==> config.mk <==
export PLATFORM = sky130hd
export DESIGN_NAME = makestuff_tlp_sched
export DESIGN_NICKNAME = d
export VERILOG_FILES = /design/src/rtl/makestuff_tlp_xcvr_pkg.sv /design/src/rtl/makestuff_tlp_act_fifo.sv /design/src/rtl/makestuff_tlp_sched.sv
export SDC_FILE = /design/constraint.sdc
export NUM_CORES = 1
export LEC_CHECK = 0
export ABC_AREA = 1
export CAP_MARGIN = 25
export CORE_MARGIN = 1.5
export CORE_UTILIZATION = 43
export DETAILED_ROUTE_END_ITERATION = 10
export DONT_BUFFER_PORTS = 1
export GPL_TIMING_DRIVEN = 0
export SLEW_MARGIN = 20
export SYNTH_ARGS = -nofsm -noshare
export SYNTH_HDL_FRONTEND = slang
export SYNTH_SLANG_ARGS = --single-unit
==> constraint.sdc <==
create_clock -name pcieClk_in -period 4.3 [get_ports pcieClk_in]
set_input_delay 0.86 -clock pcieClk_in [delete_from_list [all_inputs] [get_ports pcieClk_in]]
set_output_delay 0.86 -clock pcieClk_in [all_outputs]
set_load 0.1 [all_outputs]
==> src/rtl/makestuff_tlp_xcvr_pkg.sv <==
`default_nettype none
// ============================================================================
// makestuff_tlp_xcvr_pkg
// Shared types for the TLP transceiver: receiver Actions and sender commands.
// Revision: 1.0
// ============================================================================
package makestuff_tlp_xcvr_pkg;

  localparam int ACTION_BITS    = 16;
  localparam int CHUNK_PTR_BITS = 4;

  typedef logic [ACTION_BITS-1:0]    Action;
  typedef logic [CHUNK_PTR_BITS-1:0] F2CChunkPtr;

  typedef enum logic [1:0] {
    CMD_ACT = 2'd0,
    CMD_DMA = 2'd1,
    CMD_MSI = 2'd2
  } CmdKind;

  typedef struct packed {
    CmdKind     kind;
    Action      act;
    F2CChunkPtr chunk;
  } Cmd;

endpackage
`default_nettype wire

==> src/rtl/makestuff_tlp_act_fifo.sv <==
`default_nettype none
// ============================================================================
// makestuff_tlp_act_fifo
// Synchronous FIFO with full/empty flags; a push while full is accepted only
// when a pop frees a slot in the same cycle.
// Revision: 1.0
// ============================================================================
module makestuff_tlp_act_fifo #(
  parameter int WIDTH      = 16,
  parameter int DEPTH_LOG2 = 3
) (
  input  logic             clk_in,
  input  logic             rstN_in,
  input  logic [WIDTH-1:0] wrData_in,
  input  logic             wrEn_in,
  input  logic             rdEn_in,
  output logic [WIDTH-1:0] rdData_out,
  output logic             full_out,
  output logic             empty_out
);

  localparam int DEPTH = 2**DEPTH_LOG2;
  localparam logic [DEPTH_LOG2:0] PTR_ONE = (DEPTH_LOG2+1)'(1);

  logic [WIDTH-1:0]    r_mem [DEPTH];
  logic [DEPTH_LOG2:0] r_wrPtr;
  logic [DEPTH_LOG2:0] r_rdPtr;
  logic                w_full;
  logic                w_empty;
  logic                w_push;
  logic                w_pop;

  // Extra pointer MSB distinguishes full from empty when the indices match.
  assign w_empty = (r_wrPtr == r_rdPtr);
  assign w_full  = (r_wrPtr[DEPTH_LOG2] != r_rdPtr[DEPTH_LOG2]) &&
                   (r_wrPtr[DEPTH_LOG2-1:0] == r_rdPtr[DEPTH_LOG2-1:0]);
  assign w_pop   = rdEn_in && !w_empty;
  assign w_push  = wrEn_in && (!w_full || w_pop);

  always_ff @(posedge clk_in) begin
    if (w_push) begin
      r_mem[r_wrPtr[DEPTH_LOG2-1:0]] <= wrData_in;
    end
  end

  always_ff @(posedge clk_in or negedge rstN_in) begin
    if (!rstN_in) begin
      r_wrPtr <= '0;
      r_rdPtr <= '0;
    end else begin
      if (w_push) r_wrPtr <= r_wrPtr + PTR_ONE;
      if (w_pop)  r_rdPtr <= r_rdPtr + PTR_ONE;
    end
  end

  assign rdData_out = r_mem[r_rdPtr[DEPTH_LOG2-1:0]];
  assign full_out   = w_full;
  assign empty_out  = w_empty;

endmodule
`default_nettype wire

==> src/rtl/makestuff_tlp_sched.sv <==
`default_nettype none
// ============================================================================
// makestuff_tlp_sched
// Merges receiver Actions, F2C DMA chunk writes and MSI requests into the
// single command stream feeding the TLP sender; tracks the F2C write pointer.
// Revision: 1.0
// ============================================================================
module makestuff_tlp_sched
  import makestuff_tlp_xcvr_pkg::*;
#(
  parameter int ACT_DEPTH_LOG2 = 3,
  parameter int F2C_PTR_BITS   = CHUNK_PTR_BITS,
  parameter int DMA_RUN_MAX    = 4
) (
  input  logic                    pcieClk_in,
  input  logic                    pcieRstN_in,
  input  Action                   actData_in,
  input  logic                    actValid_in,
  input  logic                    f2cReq_in,
  output logic                    f2cGrant_out,
  input  logic [F2C_PTR_BITS-1:0] f2cRdPtr_in,
  output logic [F2C_PTR_BITS-1:0] f2cWrPtr_out,
  input  logic                    msiReq_in,
  output logic                    msiAck_out,
  output Cmd                      cmdData_out,
  output logic                    cmdValid_out,
  input  logic                    cmdReady_in,
  input  logic                    cmdDone_in,
  output logic                    actOverflow_out
);

  localparam int RUN_W = $clog2(DMA_RUN_MAX + 1);
  localparam logic [RUN_W-1:0]        RUN_MAX = RUN_W'(DMA_RUN_MAX);
  localparam logic [RUN_W-1:0]        RUN_ONE = RUN_W'(1);
  localparam logic [F2C_PTR_BITS-1:0] PTR_ONE = F2C_PTR_BITS'(1);

  typedef enum logic [1:0] {
    S_IDLE  = 2'd0,
    S_ISSUE = 2'd1,
    S_WAIT  = 2'd2
  } State;

  State                    r_state;
  State                    w_stateNext;
  Cmd                      r_cmd;
  Cmd                      w_cmdNext;
  logic [F2C_PTR_BITS-1:0] r_wrPtr;
  logic [F2C_PTR_BITS-1:0] w_free;
  logic [RUN_W-1:0]        r_runCount;
  logic                    r_f2cGrant;
  logic                    r_msiAck;
  logic                    r_overflow;
  logic                    w_dmaOk;
  logic                    w_grantMsi;
  logic                    w_grantAct;
  logic                    w_grantDma;
  logic                    w_cmdDone;
  logic                    w_actPending;
  logic                    w_bypass;
  logic                    w_fifoPush;
  logic                    w_fifoPop;
  logic                    w_fifoFull;
  logic                    w_fifoEmpty;
  Action                   w_fifoData;
  Action                   w_actHead;

  makestuff_tlp_act_fifo #(
    .WIDTH      (ACTION_BITS),
    .DEPTH_LOG2 (ACT_DEPTH_LOG2)
  ) u_actFifo (
    .clk_in     (pcieClk_in),
    .rstN_in    (pcieRstN_in),
    .wrData_in  (actData_in),
    .wrEn_in    (w_fifoPush),
    .rdEn_in    (w_fifoPop),
    .rdData_out (w_fifoData),
    .full_out   (w_fifoFull),
    .empty_out  (w_fifoEmpty)
  );

  // An Action arriving into an empty buffer can be granted straight through.
  assign w_actPending = !w_fifoEmpty || actValid_in;
  assign w_actHead    = w_fifoEmpty ? actData_in : w_fifoData;
  assign w_bypass     = w_grantAct && w_fifoEmpty;
  assign w_fifoPop    = w_grantAct && !w_fifoEmpty;
  assign w_fifoPush   = actValid_in && !w_bypass;

  assign w_free    = f2cRdPtr_in - r_wrPtr - PTR_ONE;
  assign w_dmaOk   = f2cReq_in && (w_free != '0);
  assign w_cmdDone = (r_state == S_WAIT) && cmdDone_in;

  always_ff @(posedge pcieClk_in or negedge pcieRstN_in) begin
    if (!pcieRstN_in) r_state <= S_IDLE;
    else              r_state <= w_stateNext;
  end

  always_comb begin
    w_stateNext = r_state;
    w_grantMsi  = 1'b0;
    w_grantAct  = 1'b0;
    w_grantDma  = 1'b0;
    w_cmdNext   = r_cmd;
    case (r_state)
      S_IDLE: begin
        // A pending Action with no DMA to run is always covered by the
        // second branch, so no separate fallback Action branch is needed.
        if (msiReq_in) begin
          w_grantMsi = 1'b1;
        end else if (w_actPending && (!w_dmaOk || r_runCount == RUN_MAX)) begin
          w_grantAct = 1'b1;
        end else if (w_dmaOk) begin
          w_grantDma = 1'b1;
        end
        if (w_grantMsi || w_grantAct || w_grantDma) begin
          w_stateNext     = S_ISSUE;
          w_cmdNext       = '0;
          w_cmdNext.kind  = w_grantMsi ? CMD_MSI : (w_grantAct ? CMD_ACT : CMD_DMA);
          w_cmdNext.act   = w_grantAct ? w_actHead : '0;
          w_cmdNext.chunk = w_grantDma ? F2CChunkPtr'(r_wrPtr) : '0;
        end
      end
      S_ISSUE: if (cmdReady_in) w_stateNext = S_WAIT;
      S_WAIT:  if (cmdDone_in)  w_stateNext = S_IDLE;
      default: w_stateNext = S_IDLE;
    endcase
  end

  always_ff @(posedge pcieClk_in or negedge pcieRstN_in) begin
    if (!pcieRstN_in) begin
      r_cmd      <= '0;
      r_wrPtr    <= '0;
      r_runCount <= '0;
      r_f2cGrant <= 1'b0;
      r_msiAck   <= 1'b0;
      r_overflow <= 1'b0;
    end else begin
      r_cmd      <= w_cmdNext;
      r_f2cGrant <= w_grantDma;
      r_msiAck   <= w_cmdDone && (r_cmd.kind == CMD_MSI);
      if (w_cmdDone && r_cmd.kind == CMD_DMA) r_wrPtr <= r_wrPtr + PTR_ONE;
      if (w_grantAct || w_fifoEmpty) begin
        r_runCount <= '0;
      end else if (w_grantDma && r_runCount != RUN_MAX) begin
        r_runCount <= r_runCount + RUN_ONE;
      end
      if (w_fifoPush && w_fifoFull && !w_fifoPop) r_overflow <= 1'b1;
    end
  end

  assign cmdData_out     = r_cmd;
  assign cmdValid_out    = (r_state == S_ISSUE);
  assign f2cGrant_out    = r_f2cGrant;
  assign f2cWrPtr_out    = r_wrPtr;
  assign msiAck_out      = r_msiAck;
  assign actOverflow_out = r_overflow;

endmodule
`default_nettype wire

==> results.cfg, run 1 <==
[sta]
period_share_pct = 92.6
hold_viol_final = 0
holdWs_ns = 0.122
slew_headroom_pct = 33.0
worstMarginPinSlew_ns = 1.01
rsz0062_at_grt = false
slew_viol_final = 0
final.min_clock_period_ns = 3.98
fin_skew_ns = 0.00774
max_freq_ghz = 0.251
timing.setup.tns_ns = 0
setup_violations = 0
setup_ws_ns = 0.320

[detailed_routing]
wl_per_cell_um = 19.4
vias_per_cell = 5.36
firstDrtPassIters = 5
antenna_left = 0
drc = 0
drt_iter0_drc = 490
wirelength_um = 17200
via_count = 4766

[logic_synthesis]
synth_xor_area_share_pct = 1.54
synth_seq_cells = 170
avgSynthCellArea_um2 = 11.6
yosysWarningCount = 0
syn_area_um2 = 7310
ys_types = 41
muxShareOfSynthArea_pct = 0
synthesis.nets = 667
synth_flop_cell = edfxtp_1
synth_compound_gate_area_share_pct = 8.80
yosys.area_share.simple_pct = 17.1
ys_async_sr_fraction_pct = 24.7
synth_top_family_by_area = simple AND/OR/NAND/NOR gates
synth_fa_ha_area_share_pct = 1.64
synthCells = 631
synth_edf_count = 128
yosysSeqAreaShare_pct = 67.0

[global_routing]
gr-usage-met1_pct = 26.8
met3_usage_pct = 5.21
antenna_found_initial = 0
grt.overflow.total = 0
grt.busiest_layer = met2
met2_usage_pct = 33.0
grt.total_usage_pct = 20.4
grt_pass1_vias = 4740
grt_max_degree = 43
grt_first_pass_wirelength_um = 26700

[worst_hold_path]
hp-class = primary input to asynchronous set/reset pin

[worst_setup_path]
worstRegToRegCells = 14
startpoint_type = register
regToRegSetupSlack_ns = 0.32
worstSetupPathType = register to register
cp-startpoint = f2cWrPtr_out[0]$_DFFE_PN0P_
crit_fanout = 10
end_kind = register
critPathArrivalTime_ns = 4.12
worstPathRequired_ns = 4.44
r2r-end = u_actFifo.r_mem[3][0]$_DFFE_PP_
reg2reg_from = f2cWrPtr_out[0]$_DFFE_PN0P_

[power]
ir_drop_v = 0.000475
seqPwrFrac_pct = 45.3
p_leak_nw = 3.21
power_frac_clock_pct = 22.0
p_sw_share_pct = 46.0
power.density_nw_per_um2 = 827
intPower_w = 0.00370
switchingPower_w = 0.00315
pwr-share-comb_pct = 32.7

[finish]
num-nets-final = 693
stdcell_area_um2 = 8270
utilization_pct = 49.9
antenna_cells = 0
syn2layout_area_growth_pct = 13.2
drive_gt1_share_pct = 13.9

[outcome]
status = finished, final reports clean

[floorplanning]
ios = 57
rows = 47
core_area_um2 = 16600
die_y_um = 133
start_util_pct = 44.1
dieArea_um2 = 17800
die_w_um = 133

[place]
gp_congestion = 0.831
port-buffer-count = 0
place_hpwl_um = 11000
post_dp_cell_area_um2 = 7640
dpl_worst_slack_ns = 0.0937

[clock_network]
clock_tree.buffer_depth = 2
path_clk_slew_ns = 0.07
cts_sinks = 170
root_buffer = clkbuf_16
htreeDepth = 4
clk_latency_ns = 0.43
cts_resized = 0
postCtsHoldBufs = 0
numCtsBuffers = 17
postCtsSetupBuffers = 0
cts_tree = yes

[flow_run]
cap_violations = 0
-- cells in the mapped netlist, drive strengths merged, types with 3 or more instances --
master | number | area, um^2
ha | 8 | 100
a22o | 10 | 87.6
xor2 | 9 | 86.3
nand4 | 6 | 43.8
nand3 | 64 | 355
a21oi | 42 | 214
a22oi | 10 | 75.1
edfxtp | 128 | 3840
dfrtp | 42 | 1050
inv | 22 | 85.1
buf | 24 | 158
o211ai | 10 | 75.1
xnor2 | 3 | 26.3
nand2 | 173 | 682
clkbuf | 10 | 38.8
nor2 | 26 | 128
o21ai | 35 | 175
-- worst max-delay path, stage by stage (launching register included) --
cell     delay (ns)
dfrtp_1        1.01
inv_1          0.17
ha_1           0.27
fa_1           0.44
nor2_1         0.13
nand2_1        0.06
nor2_1         0.08
nand3_1        0.11
nand3_2        0.12
nand4_2        0.15
nand2_4        0.14
nand3_4        0.09
buf_6          0.17
nor2_2         0.49
buf_6          0.24
-- final cells by class --
class | count | area, um^2
fill | 1471 | 8310
sequential | 170 | 4890
multi-input combinational | 403 | 2140
clock buffer | 18 | 429
tap | 220 | 275
buffer | 34 | 196
clock inverter | 14 | 146
timing repair buffer | 7 | 95.1
inverter | 24 | 92.6
-- stage by stage --
stage / instances / power (W)
after floorplan: 631 / 0.00464
after global placement: 851 / 0.00522
after detailed placement: 855 / 0.00534
after CTS: 887 / 0.00683
after global routing: 890 / 0.00720
final: 890 / 0.00684
-- layout by cell type (no fill, tap or decap), drive strengths merged, types with 2 or more instances in the layout --
cell type / n
a22o: 10
ha: 8
clkinvlp: 6
o21ai: 35
xor2: 9
clkbuf: 28
clkinv: 4
nor2: 26
inv: 26
nand2: 173
nand4: 6
a22oi: 10
dfrtp: 42
bufinv: 2
buf: 31
edfxtp: 128
xnor2: 3
a21oi: 42
nand3: 64
o211ai: 10
-- per-layer routing --
layer | routed length [um] | vias to the layer above | share of wire (%)
li1 | - | 2273 | -
met1 | 7550 | 2323 | 44
met2 | 8320 | 152 | 48
met3 | 1100 | 18 | 6.4
met4 | 262 | 0 | 1.5
met5 | 0 | - | 0
-- kinds of logic after synthesis --
group | count (synthesis)
AO/OA/AOI/OAI | 109
AND/OR/NAND/NOR | 273
buffers and inverters | 58
XOR/XNOR | 12
adder cells (fa/ha/maj) | 9
flip-flops | 170
-- worst max-delay path by stage --
stage / to / slack [ns] / depth (start not counted)
after floorplan: u_actFifo.r_mem[0][0]$_DFFE_PP_ / 0.79 / 13
after global placement: u_actFifo.r_mem[4][2]$_DFFE_PP_ / 0.18 / 13
after detailed placement: u_actFifo.r_mem[0][14]$_DFFE_PP_ / 0.09 / 13
after CTS: u_actFifo.r_mem[0][6]$_DFFE_PP_ / 0.07 / 13
after global routing: u_actFifo.r_mem[3][0]$_DFFE_PP_ / 0.06 / 14
final: u_actFifo.r_mem[3][0]$_DFFE_PP_ / 0.32 / 14
-- power groups by stage --
stage	registers, W	logic (W)	clock network, W
5_1_grt	0.00314	0.00248	0.00158
3_5_place_dp	0.00314	0.00220	0
2_1_floorplan	0.00308	0.00156	0
4_1_cts	0.00311	0.00221	0.00152
6_report	0.00310	0.00224	0.00150
3_3_place_gp	0.00313	0.00209	0
-- flip-flops by register name (all words and copies together), names as in the netlist --
name               flops
f2cGrant_out           1
f2cWrPtr_out           4
actOverflow_out        1
r_state                2
u_actFifo.r_rdPtr      4
msiAck_out             1
r_runCount             3
u_actFifo.r_mem      128
cmdData_out           22
u_actFifo.r_wrPtr      4
(Power assumes the default switching activity.)
==> run 2: changes to the inputs <==
--- a/config.mk
+++ b/config.mk
@@ -7,7 +7,7 @@
 export LEC_CHECK = 0
 export ABC_AREA = 1
 export CAP_MARGIN = 25
-export CORE_MARGIN = 1.5
+export CORE_MARGIN = 2
 export CORE_UTILIZATION = 43
 export DETAILED_ROUTE_END_ITERATION = 10
 export DONT_BUFFER_PORTS = 1
==> run 2 against run 1 <==
Compared with the run above:
- combinational power about the same
- non-clock buffer count up 1
- largest power group unchanged
- sequential share of layout area down 0.17 points
- critical endpoint is now u_actFifo.r_mem[6][14]$_DFFE_PP_
- register-to-register slack worse by 0.02 ns
- critical path type unchanged
- global-route usage up 0.30 points
- routed wire length up 3.1%
- clock power up 3%
- fmax down 0.57%
==> results.cfg, run 2 (synthesis gave the netlist of run 1 again) <==
[sta]
timing.setup.tns_ns = 0
slew_viol_final = 0
setup_ws_ns = 0.297
period_share_pct = 93.1
rsz0062_at_grt = false
hold_viol_final = 0
slew_headroom_pct = 32.6
worstMarginPinSlew_ns = 1.01
fin_skew_ns = 0.0130
setup_violations = 0
final.min_clock_period_ns = 4.00
max_freq_ghz = 0.250

[finish]
final_cell_mix = nand2_1 (164), edfxtp_1 (128), nand3_1 (60)
multi_input_area_um2 = 2140
syn2layout_area_growth_pct = 13.5
final-seq-area_um2 = 4890
n_fill_cell = 1452
largest_reg_flops = 128
utilization_pct = 50.0
num-nets-final = 694
layout.cells.non_filler = 891
antenna_cells = 0
layout_commonest_cell = nand2_1
drive_gt1_share_pct = 14.0

[place]
port-buffer-count = 0
gp_congestion = 0.824
place_hpwl_um = 11300
dp_cells = 854
dpl_worst_slack_ns = 0.0586

[clock_network]
htreeDepth = 4
cts_tree = yes
path_clk_slew_ns = 0.07
postCtsHoldBufs = 0
postCtsSetupBuffers = 0
clock_tree.buffer_depth = 2
root_buffer = clkbuf_16
clk_latency_ns = 0.44
numCtsBuffers = 17
cts_resized = 0
cts_sinks = 170

[worst_setup_path]
startpoint_type = register
regToRegSetupSlack_ns = 0.30
worstRegToRegCells = 14
r2r-end = u_actFifo.r_mem[6][14]$_DFFE_PP_
reg2reg_from = f2cWrPtr_out[0]$_DFFE_PN0P_
critPathArrivalTime_ns = 4.15
end_kind = register
crit_fanout = 10
worstSetupPathType = register to register
worstPathRequired_ns = 4.44

[power]
p_leak_nw = 3.24
ir_drop_v = 0.000466
power.density_nw_per_um2 = 832
power_w = 0.00691

[detailed_routing]
wirelength_um = 17800
antenna_left = 0
drc = 0
wl_per_cell_um = 19.9
drt_iter0_drc = 339
vias_per_cell = 5.44
firstDrtPassIters = 5
via_count = 4846

[global_routing]
grt_first_pass_wirelength_um = 27700
gr-usage-met1_pct = 24.9
grt.busiest_layer = met2
antenna_found_initial = 0
grt_pass1_vias = 5004
grt.overflow.total = 0
grt_max_degree = 43
met2_usage_pct = 36.3
grt.total_usage_pct = 20.7
met3_usage_pct = 6.24

[floorplanning]
start_util_pct = 44.1
dieArea_um2 = 18100
die_y_um = 134
core_area_um2 = 16600
rows = 47
die_w_um = 134
ios = 57

[worst_hold_path]
hp-class = primary input to asynchronous set/reset pin

[outcome]
status = finished, final reports clean

[flow_run]
cap_violations = 0
[run 2: worst max path at each step]
stage / cells past startpoint / end / slack [ns] / from
after floorplan: 13 / u_actFifo.r_mem[0][0]$_DFFE_PP_ / 0.79 / f2cWrPtr_out[0]$_DFFE_PN0P_
after global placement: 13 / u_actFifo.r_mem[5][2]$_DFFE_PP_ / 0.18 / f2cWrPtr_out[0]$_DFFE_PN0P_
after detailed placement: 13 / u_actFifo.r_mem[0][14]$_DFFE_PP_ / 0.06 / f2cWrPtr_out[0]$_DFFE_PN0P_
after CTS: 13 / u_actFifo.r_mem[0][2]$_DFFE_PP_ / 0.006 / f2cWrPtr_out[0]$_DFFE_PN0P_
after global routing: 14 / u_actFifo.r_mem[6][14]$_DFFE_PP_ / 0.12 / f2cWrPtr_out[0]$_DFFE_PN0P_
final: 14 / u_actFifo.r_mem[6][14]$_DFFE_PP_ / 0.30 / f2cWrPtr_out[0]$_DFFE_PN0P_
[run 2: worst max-delay path: stages, from the launching register on]
cell and delay (ns):
dfrtp_1 1.01, inv_1 0.19, ha_1 0.28, fa_1 0.46, nor2_1 0.13, nand2_1 0.06
nor2_1 0.08, nand3_1 0.11, nand3_2 0.12, nand4_2 0.15, nand2_4 0.14, nand3_4 0.09
buf_6 0.16, nor2_2 0.46, buf_6 0.25
[run 2: metal layers]
layer  part of all wire [%]  routed length, um
met5                      0                  0
met3                    7.5               1330
met1                     41               7300
met2                     50               8870
met4                    1.5                270
[run 2: final cells by class]
cell class | count | share of cell area (%)
Sequential cell | 170 | 59.0
Multi-Input combinational cell | 403 | 25.8
Clock buffer | 17 | 5.13
Tap cell | 220 | 3.32
Buffer | 34 | 2.37
Clock inverter | 15 | 1.98
Timing Repair Buffer | 8 | 1.33
Inverter | 24 | 1.12
[run 2: where the power goes]
part	switching [W]	leakage, nW	internal (W)
clock	0.000674	0.288	0.000867
combinational	0.00152	1.25	0.000744
sequential	0.00100	1.70	0.00210
total	0.00319	3.24	0.00371
[run 2: metrics by stage]
step | area (um^2) | hold slack (ns)
3_3_place_gp | 7580 | 0.520
6_report | 8300 | 0.110
2_1_floorplan | 7310 | 0.495
4_1_cts | 8220 | 0.106
5_1_grt | 8300 | 0.0980
3_5_place_dp | 7630 | 0.534
==> run 3: changes to the inputs <==
--- a/config.mk
+++ b/config.mk
@@ -7,11 +7,12 @@
 export LEC_CHECK = 0
 export ABC_AREA = 1
 export CAP_MARGIN = 25
+export CORE_ASPECT_RATIO = 2
 export CORE_MARGIN = 2
 export CORE_UTILIZATION = 43
 export DETAILED_ROUTE_END_ITERATION = 10
 export DONT_BUFFER_PORTS = 1
-export GPL_TIMING_DRIVEN = 0
+export MAX_ROUTING_LAYER = met4
 export SLEW_MARGIN = 20
 export SYNTH_ARGS = -nofsm -noshare
 export SYNTH_HDL_FRONTEND = slang
==> run 3 against run 2 <==
Compared with the run above:
- die area increased by 0.35%
- routed wire length decreased by 7.7%
- clock skew about the same
- highest routed layer unchanged
- power decreased by 4.5%
- utilization decreased by 1.4 points
- final area decreased by 2.3%
- non-clock buffer count decreased by 23
- largest power group unchanged
- worst hold slack improved by 0.0061 ns
==> results.cfg, run 3 (synthesis gave the netlist of run 1 again) <==
[floorplanning]
ios = 57
die_w_um = 96.2
start_util_pct = 43.8
die_y_um = 188
rows = 67
core_area_um2 = 16700
dieArea_um2 = 18100

[clock_network]
htreeDepth = 4
numCtsBuffers = 17
postCtsHoldBufs = 0
cts_sinks = 170
cts_resized = 0
postCtsSetupBuffers = 0
path_clk_slew_ns = 0.08
root_buffer = clkbuf_16
clk_latency_ns = 0.43
clock_tree.buffer_depth = 2
cts_tree = yes

[sta]
max_freq_ghz = 0.319
worstMarginPinSlew_ns = 1.10
slew_headroom_pct = 26.7
fin_skew_ns = 0.0127
timing.setup.tns_ns = 0
rsz0062_at_grt = false
period_share_pct = 73.0
slew_viol_final = 0
hold_viol_final = 0
setup_violations = 0
final.min_clock_period_ns = 3.14

[outcome]
status = finished, final reports clean

[place]
port-buffer-count = 0
gp_congestion = 0.819
place_hpwl_um = 10800

[power]
p_leak_nw = 3.17
power.density_nw_per_um2 = 814
ir_drop_v = 0.000319

[finish]
layout_commonest_cell = nand2_1
drive_gt1_share_pct = 13.1
final_cell_mix = nand2_1 (164), edfxtp_1 (128), nand3_1 (60)
antenna_cells = 0
syn2layout_area_growth_pct = 10.9
num-nets-final = 671
largest_reg_flops = 128
utilization_pct = 48.6
n_fill_cell = 1466

[global_routing]
grt.overflow.total = 0
grt_first_pass_wirelength_um = 25500
grt_max_degree = 43
grt.total_usage_pct = 19.5
grt_pass1_vias = 4980
antenna_found_initial = 0

[worst_setup_path]
crit_top_cell = buf_4
worstSetupPathType = register to register
worstPathRequired_ns = 4.42
worstPathCellList = buf_4 -> inv_1 -> ha_1 -> or2_1 -> nand3_1 -> nand3_1 -> nand3_2 -> nand4_2 -> buf_4 -> nand2_4 -> nand3_4 -> nor2_2 -> buf_4
end_kind = register
startpoint_type = register
crit_fanout = 13
critPathArrivalTime_ns = 3.26
slowest_stage = dfrtp_1
max_stage_delay_ns = 0.34

[detailed_routing]
drt_iter0_drc = 401
via_count = 4720
wl_per_cell_um = 19.2
firstDrtPassIters = 4
drc = 0
antenna_left = 0
vias_per_cell = 5.52
wirelength_um = 16400

[worst_hold_path]
hp-class = primary input to asynchronous set/reset pin

[flow_run]
cap_violations = 0
-- run 3: changes by cell type in the layout (fill, tap and decap cells not counted), sizes merged --
cell / before / now
bufinv: 2 / 0
buf: 32 / 18
clkbuf: 27 / 20
inv: 28 / 34
clkinv: 8 / 3
clkinvlp: 1 / 0
-- run 3: final cells by class --
cell class / instances / area [um^2] / share of cell area [%]
inverters: 24 / 92.6 / 1.14
repair buffers: 19 / 139 / 1.71
well taps: 207 / 259 / 3.20
clock inverters: 13 / 116 / 1.44
clock buffers: 19 / 475 / 5.87
multi-input cells: 403 / 2130 / 26.2
flip-flops and latches: 170 / 4900 / 60.4
-- run 3: power by group --
| part | total (W) | switching [W] | internal (W) |
|---|---|---|---|
| clock network | 0.00152 | 0.000689 | 0.000836 |
| logic | 0.00200 | 0.00136 | 0.000636 |
| registers | 0.00307 | 0.000971 | 0.00210 |
-- run 3: path summary, 6_finish.rpt --
path	cells after the start	slack, ns	endpoint	startpoint
max in group asynchronous	0	4.07	u_actFifo.r_wrPtr[0]$_DFFE_PN0P_	pcieRstN_in
worst min-delay path	0	0.12	r_state[0]$_DFFE_PN0P_	pcieRstN_in
min in group pcieClk_in	1	0.51	r_state[0]$_DFFE_PN0P_	cmdReady_in
worst max register to register	13	1.16	u_actFifo.r_mem[2][13]$_DFFE_PP_	f2cWrPtr_out[2]$_DFFE_PN0P_
worst min register to register	2	0.55	r_runCount[0]$_DFFE_PN0P_	r_runCount[0]$_DFFE_PN0P_
worst max-delay path	13	1.16	u_actFifo.r_mem[2][13]$_DFFE_PP_	f2cWrPtr_out[2]$_DFFE_PN0P_
-- run 3: per-stage QoR --
step	setup slack, ns	total power [W]	cells	hold slack (ns)	instance area (um^2)
3_3_place_gp	0.803	0.00506	822	0.531	7510
2_1_floorplan	0.787	0.00464	631	0.495	7310
6_report	1.16	0.00660	855	0.116	8110
4_1_cts	1.16	0.00664	854	0.101	8100
3_5_place_dp	0.757	0.00511	822	0.538	7510
5_1_grt	1.01	0.00695	855	0.0969	8110
-- run 3: worst max-delay path: cells and delay by family (launching register included) --
| kind | cells | cell delay (ns) |
|---|---|---|
| DFF | 1 | 0.34 |
| buffers and inverters | 4 | 0.95 |
| adders and majority gates | 1 | 0.30 |
| and+or+nand+nor | 8 | 1.24 |
-- run 3: layer usage --
layer | vias up | part of all wire, % | track usage (%) | wire (um)
li1 | 2223 | - | - | -
met1 | 2343 | 39 | 21.1 | 6320
met2 | 126 | 53 | 33.4 | 8720
met3 | 28 | 5.3 | 4.32 | 867
met4 | 0 | 3.0 | 8.63 | 490
met5 | - | 0 | - | 0
